File: src/rtl/instr_loader_if.sv
// ============================================================================
//  Module   : instr_loader_if
//  Brief    : Byte-stream, control and instruction-memory write bundle.
//  Revision : 1.0
// ============================================================================
`default_nettype none

interface instr_loader_if #(
    parameter int N  = 32,
    parameter int AW = 5
);
    logic          start;
    logic [AW:0]   word_count;
    logic [7:0]    byte_in;
    logic          byte_valid;
    logic          byte_ready;
    logic          mem_we;
    logic [N-1:0]  mem_addr;
    logic [N-1:0]  mem_wdata;
    logic          busy;
    logic          done;
    logic          error;
    logic          cpu_hold;

    modport slave (
        input  start, word_count, byte_in, byte_valid,
        output byte_ready, mem_we, mem_addr, mem_wdata, busy, done, error, cpu_hold
    );

    modport master (
        output start, word_count, byte_in, byte_valid,
        input  byte_ready, mem_we, mem_addr, mem_wdata, busy, done, error, cpu_hold
    );
endinterface

`default_nettype wire

File: src/rtl/instr_loader.sv
// ============================================================================
//  Module   : instr_loader
//  Brief    : Assembles a MSB-first byte stream into words and writes them to
//             consecutive instruction-memory addresses while holding the CPU.
//  Revision : 1.0
// ============================================================================
`default_nettype none

module instr_loader #(
    parameter int N     = 32,
    parameter int DEPTH = 32,
    parameter int AW    = 5
) (
    input  logic          clk,
    input  logic          reset,
    instr_loader_if.slave bus
);
    localparam int              BPW         = N / 8;
    localparam int              BCW         = (BPW > 1) ? $clog2(BPW) : 1;
    localparam logic [BCW-1:0]  c_last_byte = BCW'(BPW - 1);
    localparam logic [AW:0]     c_depth     = (AW + 1)'(DEPTH);

    typedef enum logic [1:0] {
        c_idle  = 2'd0,
        c_recv  = 2'd1,
        c_write = 2'd2,
        c_done  = 2'd3
    } state_t;

    state_t          r_state;
    state_t          w_state_nxt;
    logic [BCW-1:0]  r_byte_cnt;
    logic [AW-1:0]   r_word_cnt;
    logic [AW:0]     r_count;
    logic [N-1:0]    r_shift;
    logic            r_error;

    logic            w_count_ok;
    logic            w_accept;
    logic            w_last_byte;
    logic            w_last_word;

    assign w_count_ok  = (bus.word_count != '0) && (bus.word_count <= c_depth);
    assign w_accept    = (r_state == c_recv) && bus.byte_valid;
    assign w_last_byte = (r_byte_cnt == c_last_byte);
    assign w_last_word = ({1'b0, r_word_cnt} == (r_count - (AW + 1)'(1)));

    always_ff @(posedge clk or posedge reset) begin
        if (reset) begin
            r_state <= c_idle;
        end else begin
            r_state <= w_state_nxt;
        end
    end

    // Every output is a decode of registered state, so reset clears them at once.
    always_comb begin
        w_state_nxt    = r_state;
        bus.byte_ready = 1'b0;
        bus.mem_we     = 1'b0;
        bus.busy       = 1'b0;
        bus.cpu_hold   = 1'b0;
        bus.done       = 1'b0;
        case (r_state)
            c_idle: begin
                if (bus.start && w_count_ok) begin
                    w_state_nxt = c_recv;
                end
            end
            c_recv: begin
                bus.byte_ready = 1'b1;
                bus.busy       = 1'b1;
                bus.cpu_hold   = 1'b1;
                if (w_accept && w_last_byte) begin
                    w_state_nxt = c_write;
                end
            end
            c_write: begin
                bus.mem_we   = 1'b1;
                bus.busy     = 1'b1;
                bus.cpu_hold = 1'b1;
                w_state_nxt  = w_last_word ? c_done : c_recv;
            end
            c_done: begin
                bus.done     = 1'b1;
                bus.busy     = 1'b1;
                bus.cpu_hold = 1'b1;
                w_state_nxt  = c_idle;
            end
            default: w_state_nxt = c_idle;
        endcase
    end

    always_ff @(posedge clk or posedge reset) begin
        if (reset) begin
            r_byte_cnt <= '0;
            r_word_cnt <= '0;
            r_count    <= '0;
            r_shift    <= '0;
            r_error    <= 1'b0;
        end else begin
            r_error <= (r_state == c_idle) && bus.start && !w_count_ok;
            case (r_state)
                c_idle: begin
                    if (bus.start && w_count_ok) begin
                        r_count    <= bus.word_count;
                        r_word_cnt <= '0;
                        r_byte_cnt <= '0;
                    end
                end
                c_recv: begin
                    if (w_accept) begin
                        r_shift    <= (r_shift << 8) | N'(bus.byte_in);
                        r_byte_cnt <= w_last_byte ? '0 : r_byte_cnt + 1'b1;
                    end
                end
                c_write: begin
                    // The count check guarantees the final address fits; no wrap.
                    if (!w_last_word) begin
                        r_word_cnt <= r_word_cnt + 1'b1;
                    end
                end
                default: ;
            endcase
        end
    end

    assign bus.mem_addr  = {{(N - AW){1'b0}}, r_word_cnt};
    assign bus.mem_wdata = r_shift;
    assign bus.error     = r_error;

endmodule

`default_nettype wire

File: src/flat_wrapper.sv
// flat-port wrapper written by rule: the top's interface ports become plain ports
module instr_loader_flat 
#(
    parameter int N     = 32,
    parameter int DEPTH = 32,
    parameter int AW    = 5
)
  (clk, reset, bus_start, bus_word_count, bus_byte_in, bus_byte_valid, bus_byte_ready, bus_mem_we, bus_mem_addr, bus_mem_wdata, bus_busy, bus_done, bus_error, bus_cpu_hold);
  instr_loader_if #(.N(N), .AW(AW)) bus_i ();
  input  logic clk;
  input  logic reset;
  input wire logic [$bits(bus_i.start)-1:0] bus_start;
  input wire logic [$bits(bus_i.word_count)-1:0] bus_word_count;
  input wire logic [$bits(bus_i.byte_in)-1:0] bus_byte_in;
  input wire logic [$bits(bus_i.byte_valid)-1:0] bus_byte_valid;
  output wire logic [$bits(bus_i.byte_ready)-1:0] bus_byte_ready;
  output wire logic [$bits(bus_i.mem_we)-1:0] bus_mem_we;
  output wire logic [$bits(bus_i.mem_addr)-1:0] bus_mem_addr;
  output wire logic [$bits(bus_i.mem_wdata)-1:0] bus_mem_wdata;
  output wire logic [$bits(bus_i.busy)-1:0] bus_busy;
  output wire logic [$bits(bus_i.done)-1:0] bus_done;
  output wire logic [$bits(bus_i.error)-1:0] bus_error;
  output wire logic [$bits(bus_i.cpu_hold)-1:0] bus_cpu_hold;
  assign bus_i.start = bus_start;
  assign bus_i.word_count = bus_word_count;
  assign bus_i.byte_in = bus_byte_in;
  assign bus_i.byte_valid = bus_byte_valid;
  assign bus_byte_ready = bus_i.byte_ready;
  assign bus_mem_we = bus_i.mem_we;
  assign bus_mem_addr = bus_i.mem_addr;
  assign bus_mem_wdata = bus_i.mem_wdata;
  assign bus_busy = bus_i.busy;
  assign bus_done = bus_i.done;
  assign bus_error = bus_i.error;
  assign bus_cpu_hold = bus_i.cpu_hold;
  instr_loader #(.N(N), .DEPTH(DEPTH), .AW(AW)) u_core (.clk(clk), .reset(reset), .bus(bus_i));
endmodule
File: config.mk
export PLATFORM = sky130hd
export DESIGN_NAME = instr_loader_flat
export DESIGN_NICKNAME = d
export VERILOG_FILES = /design/src/rtl/instr_loader_if.sv /design/src/rtl/instr_loader.sv /design/src/flat_wrapper.sv
export SDC_FILE = /design/constraint.sdc
export NUM_CORES = 1
export LEC_CHECK = 0
export CORE_MARGIN = 2
export CORE_UTILIZATION = 48
export DETAILED_ROUTE_END_ITERATION = 10
export MAX_ROUTING_LAYER = met4
export PLACE_DENSITY = 0.86
export SLEW_MARGIN = 25
export SYNTH_ARGS = -nofsm -noshare
export SYNTH_HDL_FRONTEND = slang
export SYNTH_SLANG_ARGS = --single-unit
File: constraint.sdc
create_clock -name clk -period 5.4 [get_ports clk]
set_input_delay 0.81 -clock clk [delete_from_list [all_inputs] [get_ports clk]]
set_output_delay 0.81 -clock clk [all_outputs]
set_load 0.01 [all_outputs]
## Yosys cells after proc, flatten, opt, wreduce, memory -nomap -nowiden

Index checks and enable logic that the tools add are counted.

- Register bits: 48
- Memories kept: 0
- Bits in latches: 0
- Bits in writable memories: 0
- ROM bits: 0
- Input bits: 18
- Word-level logic and storage cells: 52

- Eq/ne operators: 9
- Reductions and logical operators: 17
- Mux-type cells: 15
- Magnitude comparators: 1
- Bitwise gates (word level): 1
- $mul: 0
- Divide/modulo/power cells: 0
- Shift operators: 0
- Add/sub/neg operators: 3

Operators by type and width:

| cell | number |
|---|---|
| $or 32x8->32 | 1 |
| $mux 2 | 6 |
| $mux 5 | 2 |
| $pmux 5 s2 | 1 |
| $pmux 2 s4 | 1 |
| $eq 2x2->1 const B | 3 |
| $eq 5x6->1 | 1 |
| $le 6x6->1 const B | 1 |
| $logic_and 1x1->1 | 6 |
| $reduce_and 2->1 | 3 |
| $reduce_and 3->1 | 2 |
| $reduce_bool 6->1 | 1 |
| $sub 6x1->6 const B | 1 |
| $add 5x1->5 const B | 1 |
| $mux 1 | 4 |
| $ne 2x1->1 const B | 2 |
| $ne 2x2->1 const B | 2 |
| $pmux 2 s2 | 1 |
| $reduce_bool 2->1 | 2 |
| $reduce_or 3->1 | 1 |
| $add 2x1->2 const B | 1 |
| $eq 2x1->1 const B | 1 |
| $logic_not 2->1 | 1 |
| $logic_not 1->1 | 1 |

## Logic depth before layout (Yosys ltp)

Gate-level depths: netlist (run 1).

- Word-level depth: 5
- Depth in mapped cells: 7
- Depth with buffers taken out: 7

## Worst setup path before layout (run 1)

OpenSTA, ideal clock, no wires.

- Path type: input -> register
- Start: input port bus_word_count[1]
- End: register u_core.r_count[0]
- Required time: 5.275 ns
- Arrival: 2.193 ns
- Path buffers: 0
- Stages: 4
- Path slack: 3.082 ns
- Path through: or4_4 > or3_4 > nand3_2 > mux2_2

- Cells in the longest elaborated chain, start to end: 4

RTL lines:

| item | line | RTL |
|---|---|---|
| start: declaration | flat_wrapper.sv:13 | `input wire logic [$bits(bus_i.word_count)-1:0] bus_word_count;` |
| $le 6x6->1 / $reduce_bool 6->1 (equally long branches) | instr_loader.sv:43 | `assign w_count_ok = (bus.word_count != '0) && (bus.word_count <= c_depth);` |
| $logic_and 1x1->1 (*) | instr_loader.sv:43 |  |
| $logic_and 1x1->1 (*) | instr_loader.sv:105 | `if (bus.start && w_count_ok) begin` |
| $reduce_and 2->1 (no line) (*) | n/a |  |
| end signal: assignment | instr_loader.sv:106 | `r_count <= bus.word_count;` |
| end: declaration | instr_loader.sv:34 | `logic [AW:0] r_count;` |

Mark *: on every way between the ends. The rest lies on a longest branch, timed or not.
A chain may end at the register's enable or synchronous reset.

## Final worst setup path (run 1)

- Start: register u_core.r_state[1]
- End: output port bus_byte_ready

- Cells in the longest elaborated chain, start to end: 2

RTL lines:

| item | line | RTL |
|---|---|---|
| start: declaration | instr_loader.sv:30 | `state_t r_state;` |
| start signal: assignment | instr_loader.sv:50 | `r_state <= c_idle;` |
| start signal: assignment | instr_loader.sv:52 | `r_state <= w_state_nxt;` |
| $eq 2x1->1 | instr_loader.sv:64 | `case (r_state)` |
| $mux 1 | instr_loader.sv:64 |  |
| end: declaration | flat_wrapper.sv:16 | `output wire logic [$bits(bus_i.byte_ready)-1:0] bus_byte_ready;` |

Every way passes these cells.

==> key figures, run 1 <==
Synthesis
  • Post-Syn Instances: 191
  • Seq/Total Area, Yosys: 51.0%
  • Cell variety after synth: 36
  • Fraction of registers with async set/reset: 100%
  • Ys Warns: 0
  • Post-Syn Area: 2360 um2
  • Main synth FF type: dfrtp_1
  • EDFF count, synth: 0
  • Syn_area_per_cell: 12.3 um2
  • Yosys reg bits: 48

Setup path
  • Crit path from: u_core.r_state[1]$_DFFE_PP0P_
  • R2r startpoint: u_core.r_count[0]$_DFFE_PP0P_
  • CP max stage cell: clkdlybuf4s50_1
  • Crit Path Class: flip-flop to primary output
  • CP peak stage delay: 610 ps
  • Required time of the worst setup path: 4590 ps
  • CP Data Arrival Time: 1750 ps
  • CP Capture Type: primary output
  • CP Launch Type: flip-flop
  • Max Fanout on Critical Path: 8
  • Crit-path cells: nor2b_1, clkdlybuf4s50_1

Timing
  • Max-slew violations: 0
  • Crit share post-route: 47.4%
  • Fmax achieved: 0.391 GHz
  • Slew of the pin with the lowest slew margin: 812 ps
  • Setup Total Neg Slack: 0 ps
  • Setup violators final: 0
  • Final hold viol count: 0
  • Minimum clock period: 2560 ps
  • Slew HR: 45.8%
  • RSZ-0062 raised after global routing: no
  • Worst Setup Slack, final: 2840 ps
  • Final Skew: 4.43 ps

Worst hold path
  • Hold crit path type: flip-flop to flip-flop
  • Hold path start: u_core.r_byte_cnt[0]$_DFFE_PP0P_

Route
  • DR pass1 iterations: 4
  • Total wire length: 4.22 mm
  • Routed vias: 1563
  • Drt wl/cell: 13.1 um
  • Detail Route Antenna Nets: 0
  • Routed vias/inst: 4.87
  • DRT iter0 DRCs: 60
  • Drt drc: 0

CTS
  • CTS sink cnt: 48
  • CTS Root Cell: clkbuf_8
  • Clk_lat worst skew: 290 ps
  • CTS tree: built
  • Num CTS Buffers: 5
  • Reg clk slew, reported paths: 90 ps
  • Postcts setup bufs: 0
  • CTS Hold Bufs: 0
  • Post-CTS resize count: 0
  • Max Root-Sink Buffers: 2
  • Htree depth: 2

Power
  • Total chip power: 1.73 mW
  • Worst IR Drop VDD: 0.327 mV
  • Static Leak: 1.29 nW
  • Pwr Density: 573 nW/um2

Status
  • Run status: completed

Finish
  • Nets: 274
  • Post-layout util: 63.8%
  • # fillers: 372
  • Synth-to-layout area growth: 27.8%
  • # diodes: 0
  • Layout cells sized above 1: 23.6%

Global route
  • First-pass GRT wire length: 6.90 mm
  • Largest net degree at the start of global routing: 49
  • Vias in the first global route: 1532
  • Gr usage total: 17.1%
  • Initial antenna violation count: 0
  • Grt ovf: 0

Place
  • GPL Wtd Cong: 0.882
  • Hpwl dp: 3.06 mm
  • Place WS: 2550 ps
  • Port bufs: 60

Floorplanning
  • Die extent in y: 74.1 um
  • Chip Width: 74.1 um
  • Initial Utilization: 49.9%
  • Total core area: 4720 um2
  • Rows: 25
  • I/O pin cnt: 88
  • Die area: 5490 um2

Job
  • MaxCap Viol Count: 0
layout make-up:
| type | instances | area, um2 | share of cell area, % |
|---|---|---|---|
| clock inverter | 1 | 7.51 | 0.249 |
| sequential | 48 | 1200 | 39.9 |
| tap | 67 | 83.8 | 2.78 |
| timing repair buffer | 61 | 608 | 20.2 |
| clock buffer | 7 | 86.3 | 2.87 |
| inverter | 9 | 35.0 | 1.16 |
| multi-input combinational | 128 | 991 | 32.9 |
cells in the mapped netlist, drive strengths merged, types with 2 or more instances:
| cell | count | area (um2) |
|---|---|---|
| a31oi | 2 | 27.5 |
| or4 | 2 | 18.8 |
| nor2b | 2 | 12.5 |
| nand2b | 2 | 12.5 |
| xor2 | 2 | 17.5 |
| or2 | 3 | 18.8 |
| mux2 | 38 | 428 |
| o31ai | 2 | 15.0 |
| nor3 | 5 | 25.0 |
| xnor2 | 4 | 35.0 |
| o211ai | 3 | 32.5 |
| nand3 | 9 | 50.1 |
| o21ai | 5 | 28.8 |
| dfrtp | 48 | 1200 |
| buf | 31 | 225 |
| nand2 | 9 | 33.8 |
| ha | 3 | 37.5 |
| inv | 9 | 33.8 |
cell usage in the layout (no fill, tap or decap), types with 2 or more instances in the layout:
cell             instances
nand2_1                  9
o211ai_2                 2
ha_1                     3
or2_2                    3
nor2b_1                  2
xnor2_1                  4
inv_1                    8
dfrtp_1                 48
clkbuf_8                 6
nand3_1                  8
mux2_2                  38
clkdlybuf4s50_1         60
xor2_1                   2
nor3_1                   5
o21ai_0                  4
conb_1                  27
nand2b_1                 2
o31ai_1                  2
per-stage QoR:
step | hold WS [ps] | cell area [um2] | instances
final | 506 | 3010 | 321
after global routing | 532 | 3010 | 321
after CTS | 511 | 3010 | 321
after detailed placement | 495 | 2920 | 313
after global placement | 486 | 2920 | 313
after floorplan | 462 | 2450 | 217
final timing paths:
check / endpoint / slack [ps] / cells past startpoint
hold / removal: u_core.r_byte_cnt[0]$_DFFE_PP0P_ / 510 / 1
setup / recovery: bus_byte_ready / 2840 / 2
min in group asynchronous: u_core.bus.mem_wdata[27]$_DFFE_PP0P_ / 950 / 2
max in group asynchronous: u_core.bus.mem_wdata[26]$_DFFE_PP0P_ / 3950 / 2
setup reg to reg: u_core.r_word_cnt[1]$_DFFE_PP0P_ / 3510 / 5
hold reg to reg: u_core.r_byte_cnt[0]$_DFFE_PP0P_ / 510 / 1
logic make-up (layout without fill, tap and decap cells):
logic type | Yosys count | count (layout) | share of synthesized area [%]
multiplexers | 39 | 39 | 18.6
XOR/XNOR | 6 | 6 | 2.23
flip-flops | 48 | 48 | 51.0
other | 1 | 27 | 0.159
AO/OA/AOI/OAI | 17 | 17 | 6.69
adder cells (fa/ha/maj) | 3 | 3 | 1.59
buffers and inverters | 41 | 78 | 11.1
AND/OR/NAND/NOR | 36 | 36 | 8.65
critical path, delay by kind of cell (launching register included):
family	cells	cell delay, ps
buffers and inverters	1	610
and+or+nand+nor	1	370
DFF	1	470
sequential cells by signal, indices dropped and copies added, names as in the netlist:
signal and cells:
u_core.r_word_cnt 5, u_core.bus.mem_wdata 32, u_core.r_count 6, u_core.r_byte_cnt 2, u_core.r_state 2, u_core.bus.error 1
routing by layer:
layer	vias to the layer above	GRT usage (%)	routed length (um)
li1	728	-	-
met1	765	19.8	1770
met2	63	27.6	2050
met3	7	6.37	349
met4	0	5.66	44
met5	-	-	0
report_power, final:
part | total (mW) | switching, mW | internal [mW]
sequential | 0.677 | 0.141 | 0.535
combinational | 0.829 | 0.326 | 0.504
clock | 0.220 | 0.116 | 0.104
total | 1.73 | 0.583 | 1.14
(Power assumes the default switching activity.)
==> run 2: changes to the inputs <==
Settings changed: CORE_UTILIZATION 48 to 44, PLACE_DENSITY 0.86 to 0.8.
Clock period 5.4 ns to 2.59 ns, I/O delays scaled along.
==> run 2 against run 1 <==
Compared with the run above: final area rose by 0.58%; global-route usage fell by 2.4 points; count of clock-buffer cells in the layout shrank 1; largest power group unchanged; highest routed layer unchanged; combinational power is 110% higher; die area is 8.6% higher.
==> key figures, run 2 (same netlist as run 1, synthesis figures left out) <==
Status
  • Run status: completed

Global route
  • Vias in the first global route: 1492
  • Gr usage total: 14.8%
  • First-pass GRT wire length: 7.02 mm
  • Initial antenna violation count: 0
  • Grt ovf: 0
  • Largest net degree at the start of global routing: 36

Setup path
  • CP Capture Type: flip-flop
  • Setup slack, reg-to-reg: 680 ps
  • Worst Path Buf+Inv: 1
  • Reg2reg path depth: 7
  • Crit Path Class: input pin to flip-flop
  • Required time of the worst setup path: 2770 ps
  • Reg-to-reg endpoint: u_core.r_word_cnt[2]$_DFFE_PP0P_
  • Max Fanout on Critical Path: 8
  • CP peak stage delay: 550 ps
  • CP delay by family, top: simple AND/OR/NAND/NOR gates
  • CP Launch Type: input pin
  • Crit path from: bus_word_count[1]
  • CP Data Arrival Time: 2280 ps
  • CP max stage cell: or4_4
  • Crit-path cells: clkdlybuf4s50_1, or4_4, or3_4, nand3_2, mux2_2
  • R2r startpoint: u_core.r_count[0]$_DFFE_PP0P_

Finish
  • # diodes: 0
  • Max reg flops: 32
  • Synth-to-layout area growth: 28.6%
  • # fillers: 450
  • Nets: 275
  • Most common cell after layout, fill and taps aside: clkdlybuf4s50_1
  • Most frequent cells in the layout: clkdlybuf4s50_1, dfrtp_1, mux2_2, conb_1, nand2_1
  • Layout cells sized above 1: 23.9%

CTS
  • Htree depth: 2
  • CTS Hold Bufs: 0
  • Reg clk slew, reported paths: 90 ps
  • CTS sink cnt: 48
  • Post-CTS resize count: 0
  • Postcts setup bufs: 0
  • Num CTS Buffers: 5
  • CTS tree: built
  • CTS Root Cell: clkbuf_8
  • Clk_lat worst skew: 290 ps
  • Max Root-Sink Buffers: 2

Power
  • Static Leak: 1.30 nW
  • Pwr Density: 1180 nW/um2
  • Worst IR Drop VDD: 0.636 mV

Timing
  • RSZ-0062 raised after global routing: no
  • Minimum clock period: 2100 ps
  • Fmax achieved: 0.475 GHz
  • Crit share post-route: 81.2%
  • Max-slew violations: 0
  • Slew of the pin with the lowest slew margin: 536 ps
  • Final hold viol count: 0
  • Setup violators final: 0
  • Slew HR: 64.1%
  • Final Skew: 7.03 ps
  • Setup Total Neg Slack: 0 ps
  • Worst Setup Slack, final: 487 ps

Floorplanning
  • Initial Utilization: 45.9%
  • Die extent in y: 77.2 um
  • I/O pin cnt: 88
  • Die area: 5960 um2
  • Chip Width: 77.2 um
  • Rows: 26
  • Total core area: 5140 um2

Route
  • Drt wl/cell: 12.6 um
  • Total wire length: 4.09 mm
  • Routed vias: 1534
  • Routed vias/inst: 4.72
  • Drt drc: 0
  • DR pass1 iterations: 4
  • Detail Route Antenna Nets: 0
  • DRT iter0 DRCs: 20

Place
  • Place WS: 170 ps
  • GPL Wtd Cong: 0.849
  • Hpwl dp: 3.10 mm
  • Port bufs: 60

Job
  • MaxCap Viol Count: 0

Worst hold path
  • Hold crit path type: input pin to async pin
## run 2: cell count changes in the layout (fill, tap and decap cells not counted), sizes merged
cell	delta
buf	+1
clkbuf	-1
inv	+1
## run 2: where the power goes
group | switching [mW] | internal (mW) | leakage, nW
clock | 0.243 | 0.192 | 0.0414
sequential | 0.295 | 1.12 | 0.579
combinational | 0.682 | 1.05 | 0.675
total | 1.22 | 2.36 | 1.30
## run 2: per-stage QoR
| step | hold WS, ps | area (um2) | util, % | cells | power (mW) |
|---|---|---|---|---|---|
| 2_1_floorplan | 462 | 2450 | - | 217 | 2.36 |
| 3_3_place_gp | 487 | 2940 | 57.2 | 317 | 3.12 |
| 3_5_place_dp | 488 | 2940 | 57.2 | 317 | 3.18 |
| 4_1_cts | 465 | 3030 | 59.0 | 325 | 3.63 |
| 5_1_grt | 499 | 3030 | 59.0 | 325 | 3.84 |
| 6_report | 442 | 3030 | 59.0 | 325 | 3.58 |
## run 2: area by class of cell
type,instances,area [um2],area share [%]
Tap cell,70,87.6,2.89
Clock buffer,6,72.6,2.39
Multi-Input combinational cell,128,991,32.7
Timing Repair Buffer,62,628,20.7
Sequential cell,48,1200,39.6
Inverter,9,33.8,1.11
Clock inverter,2,16.3,0.537
## run 2: routing by layer
| layer | track usage, % | up-vias | part of all wire [%] |
|---|---|---|---|
| met5 | - | - | 0 |
| met2 | 24.5 | 68 | 47 |
| li1 | - | 735 | - |
| met3 | 5.76 | 5 | 11 |
| met1 | 17.0 | 726 | 42 |
| met4 | 3.04 | 0 | 0.56 |
## run 2: worst max path at each step
stage	end	slack, ps	cells after the start
2_1_floorplan	u_core.r_count[0]$_DFFE_PP0P_	690	4
3_3_place_gp	u_core.r_count[1]$_DFFE_PP0P_	200	5
3_5_place_dp	u_core.r_count[3]$_DFFE_PP0P_	170	5
4_1_cts	bus_byte_ready	480	2
5_1_grt	bus_byte_ready	370	2
6_report	u_core.r_count[3]$_DFFE_PP0P_	490	5
==> run 3: changes to the inputs <==
Settings changed: CORE_UTILIZATION 44 to 40, PLACE_DENSITY 0.8 to 0.76.
Clock period 2.59 ns to 1.8 ns, I/O delays scaled along.
==> run 3 against run 2 <==
Compared with the run above: the run now ends with negative setup slack left; sequential share of layout area is 2.6 points lower; clock power is 91% higher; non-clock buffer count is 14 higher; die area is 9.5% higher; critical endpoint is now u_core.r_word_cnt[2]$_DFFE_PP0P_; critical path depth is 1 higher; highest routed layer unchanged; first-iteration DRC count is 55% higher; cell count is 4.9% higher; setup slack worse by 490 ps; wire length is 12% higher; global-route usage is 0.81 points higher; count of clock-buffer cells in the layout stayed put; utilization is 1.1 points lower.
==> key figures, run 3 (same netlist as run 1, synthesis figures left out) <==
Route
  • DRT iter0 DRCs: 31
  • Routed vias/inst: 4.70
  • DR pass1 iterations: 4
  • Drt wl/cell: 13.5 um
  • Total wire length: 4.59 mm
  • Detail Route Antenna Nets: 0
  • Drt drc: 0
  • Routed vias: 1601

Place
  • Hpwl dp: 3.24 mm
  • Port bufs: 60
  • GPL Wtd Cong: 0.794

Finish
  • Post-layout util: 57.8%
  • Max reg flops: 32
  • Layout cells sized above 1: 32.3%
  • Most common cell after layout, fill and taps aside: clkdlybuf4s50_1
  • Most frequent cells in the layout: clkdlybuf4s50_1, dfrtp_1, mux2_2, conb_1, buf_4
  • # fillers: 487
  • # diodes: 0
  • Nets: 289
  • Synth-to-layout area growth: 37.6%

Job
  • MaxCap Viol Count: 0

Power
  • Static Leak: 1.42 nW
  • Worst IR Drop VDD: 0.929 mV
  • Total chip power: 5.67 mW
  • Clock power share: 14.7%
  • Net Sw Frac: 33.4%
  • Internal power: 3.78 mW
  • Pwr Density: 1750 nW/um2
  • Sequential share of power: 35.9%
  • Sw power: 1.89 mW
  • Logic pwr share: 49.5%

Global route
  • Largest net degree at the start of global routing: 49
  • Vias in the first global route: 1588
  • First-pass GRT wire length: 7.55 mm
  • Gr usage total: 15.6%
  • Initial antenna violation count: 0
  • Grt ovf: 0

CTS
  • CTS sink cnt: 48
  • Reg clk slew, reported paths: 90 ps
  • Htree depth: 2
  • CTS tree: built
  • Num CTS Buffers: 5
  • CTS Root Cell: clkbuf_8
  • Clk_lat worst skew: 300 ps
  • Max Root-Sink Buffers: 2

Setup path
  • Required time of the worst setup path: 2020 ps
  • CP Data Arrival Time: 2030 ps
  • CP max stage cell: or4_4
  • Crit-path cells: dlygate4sd2_1, or4_4, or3_4, a31oi_4, o21ba_4, o221ai_2
  • CP peak stage delay: 520 ps
  • Max Fanout on Critical Path: 5
  • Reg2reg path depth: 7
  • Reg-to-reg endpoint: u_core.r_word_cnt[1]$_DFFE_PP0P_
  • CP Capture Type: flip-flop
  • Worst Path Buf+Inv: 1
  • Setup slack, reg-to-reg: 10 ps
  • Crit. path cell count: 6
  • CP delay by family, top: simple AND/OR/NAND/NOR gates
  • CP Launch Type: input pin
  • Crit Path Class: input pin to flip-flop
  • R2r startpoint: u_core.r_count[0]$_DFFE_PP0P_

Floorplanning
  • Chip Width: 80.8 um
  • Rows: 27
  • Die extent in y: 80.8 um
  • I/O pin cnt: 88
  • Initial Utilization: 42.0%
  • Total core area: 5610 um2
  • Die area: 6520 um2

Timing
  • Minimum clock period: 1800 ps
  • Hold WS: 309 ps
  • Setup violators final: 1
  • Final hold viol count: 0
  • Crit share post-route: 100%
  • Final Skew: 5.78 ps
  • Max-slew violations: 0
  • Fmax achieved: 0.555 GHz
  • RSZ-0062 raised after global routing: yes
  • Worst Setup Slack, final: -1.36 ps

Worst hold path
  • Hold crit path type: input pin to async pin

Status
  • Run status: finished, violations left
  • Failing checks: negative setup slack
[run 3: final cells by class]
class / count / area [um2] / area share [%]
flip-flops and latches: 48 / 1200 / 37.1
multi-input cells: 128 / 1050 / 32.4
repair buffers: 76 / 744 / 23.0
well taps: 72 / 90.1 / 2.78
clock buffers: 6 / 82.6 / 2.55
clock inverters: 2 / 38.8 / 1.20
inverters: 9 / 33.8 / 1.04
[run 3: power groups by stage]
stage               Clock (mW)  Combinational [mW]  Sequential [mW]
floorplan                    0                1.23             2.17
global placement             0                2.64             2.01
detailed placement           0                2.69             2.04
CTS                      0.851                2.72             2.03
global route             0.894                3.03             2.12
finish                   0.833                2.81             2.03
[run 3: how the worst max path moves through the flow]
| stage | start | to |
|---|---|---|
| 3_5_place_dp | bus_word_count[1] | u_core.r_count[1]$_DFFE_PP0P_ |
| 5_1_grt | u_core.r_count[0]$_DFFE_PP0P_ | u_core.r_word_cnt[2]$_DFFE_PP0P_ |
| 4_1_cts | u_core.r_count[0]$_DFFE_PP0P_ | u_core.r_word_cnt[2]$_DFFE_PP0P_ |
| 6_report | bus_word_count[2] | u_core.r_word_cnt[2]$_DFFE_PP0P_ |
| 2_1_floorplan | bus_word_count[1] | u_core.r_count[0]$_DFFE_PP0P_ |
| 3_3_place_gp | bus_word_count[1] | u_core.r_count[1]$_DFFE_PP0P_ |
[run 3: repair_timing]
action                                 CTS  global route
hold buffers                             0             0
buffers inserted                         2             1
resized for setup                       18            10
pin swaps                                9             7
gates cloned                             0             0
setup endpoints to repair               17             7
endpoints found under the hold margin    0             0
[run 3: metal layers]
metal	track usage, %	vias to the layer above	routed length, um
li1	-	759	-
met1	20.4	766	2080
met5	-	-	0
met4	4.07	0	25
met2	23.4	71	2140
met3	5.22	5	352
[run 3: through the flow]
stage               std cells  setup WS (ps)  area, um2  TNS, ps
global route              341          -69.2       3240     -282
CTS                       340          -35.4       3190    -88.7
detailed placement        330           -474       3040    -5840
finish                    341          -1.36       3240    -1.36
floorplan                 217           22.5       2450        0
global placement          330           -456       3040    -5620
[run 3: worst min-delay path, stage by stage]
cell and delay [ps]:
clkdlybuf4s50_1 410, inv_2 70, buf_12 250
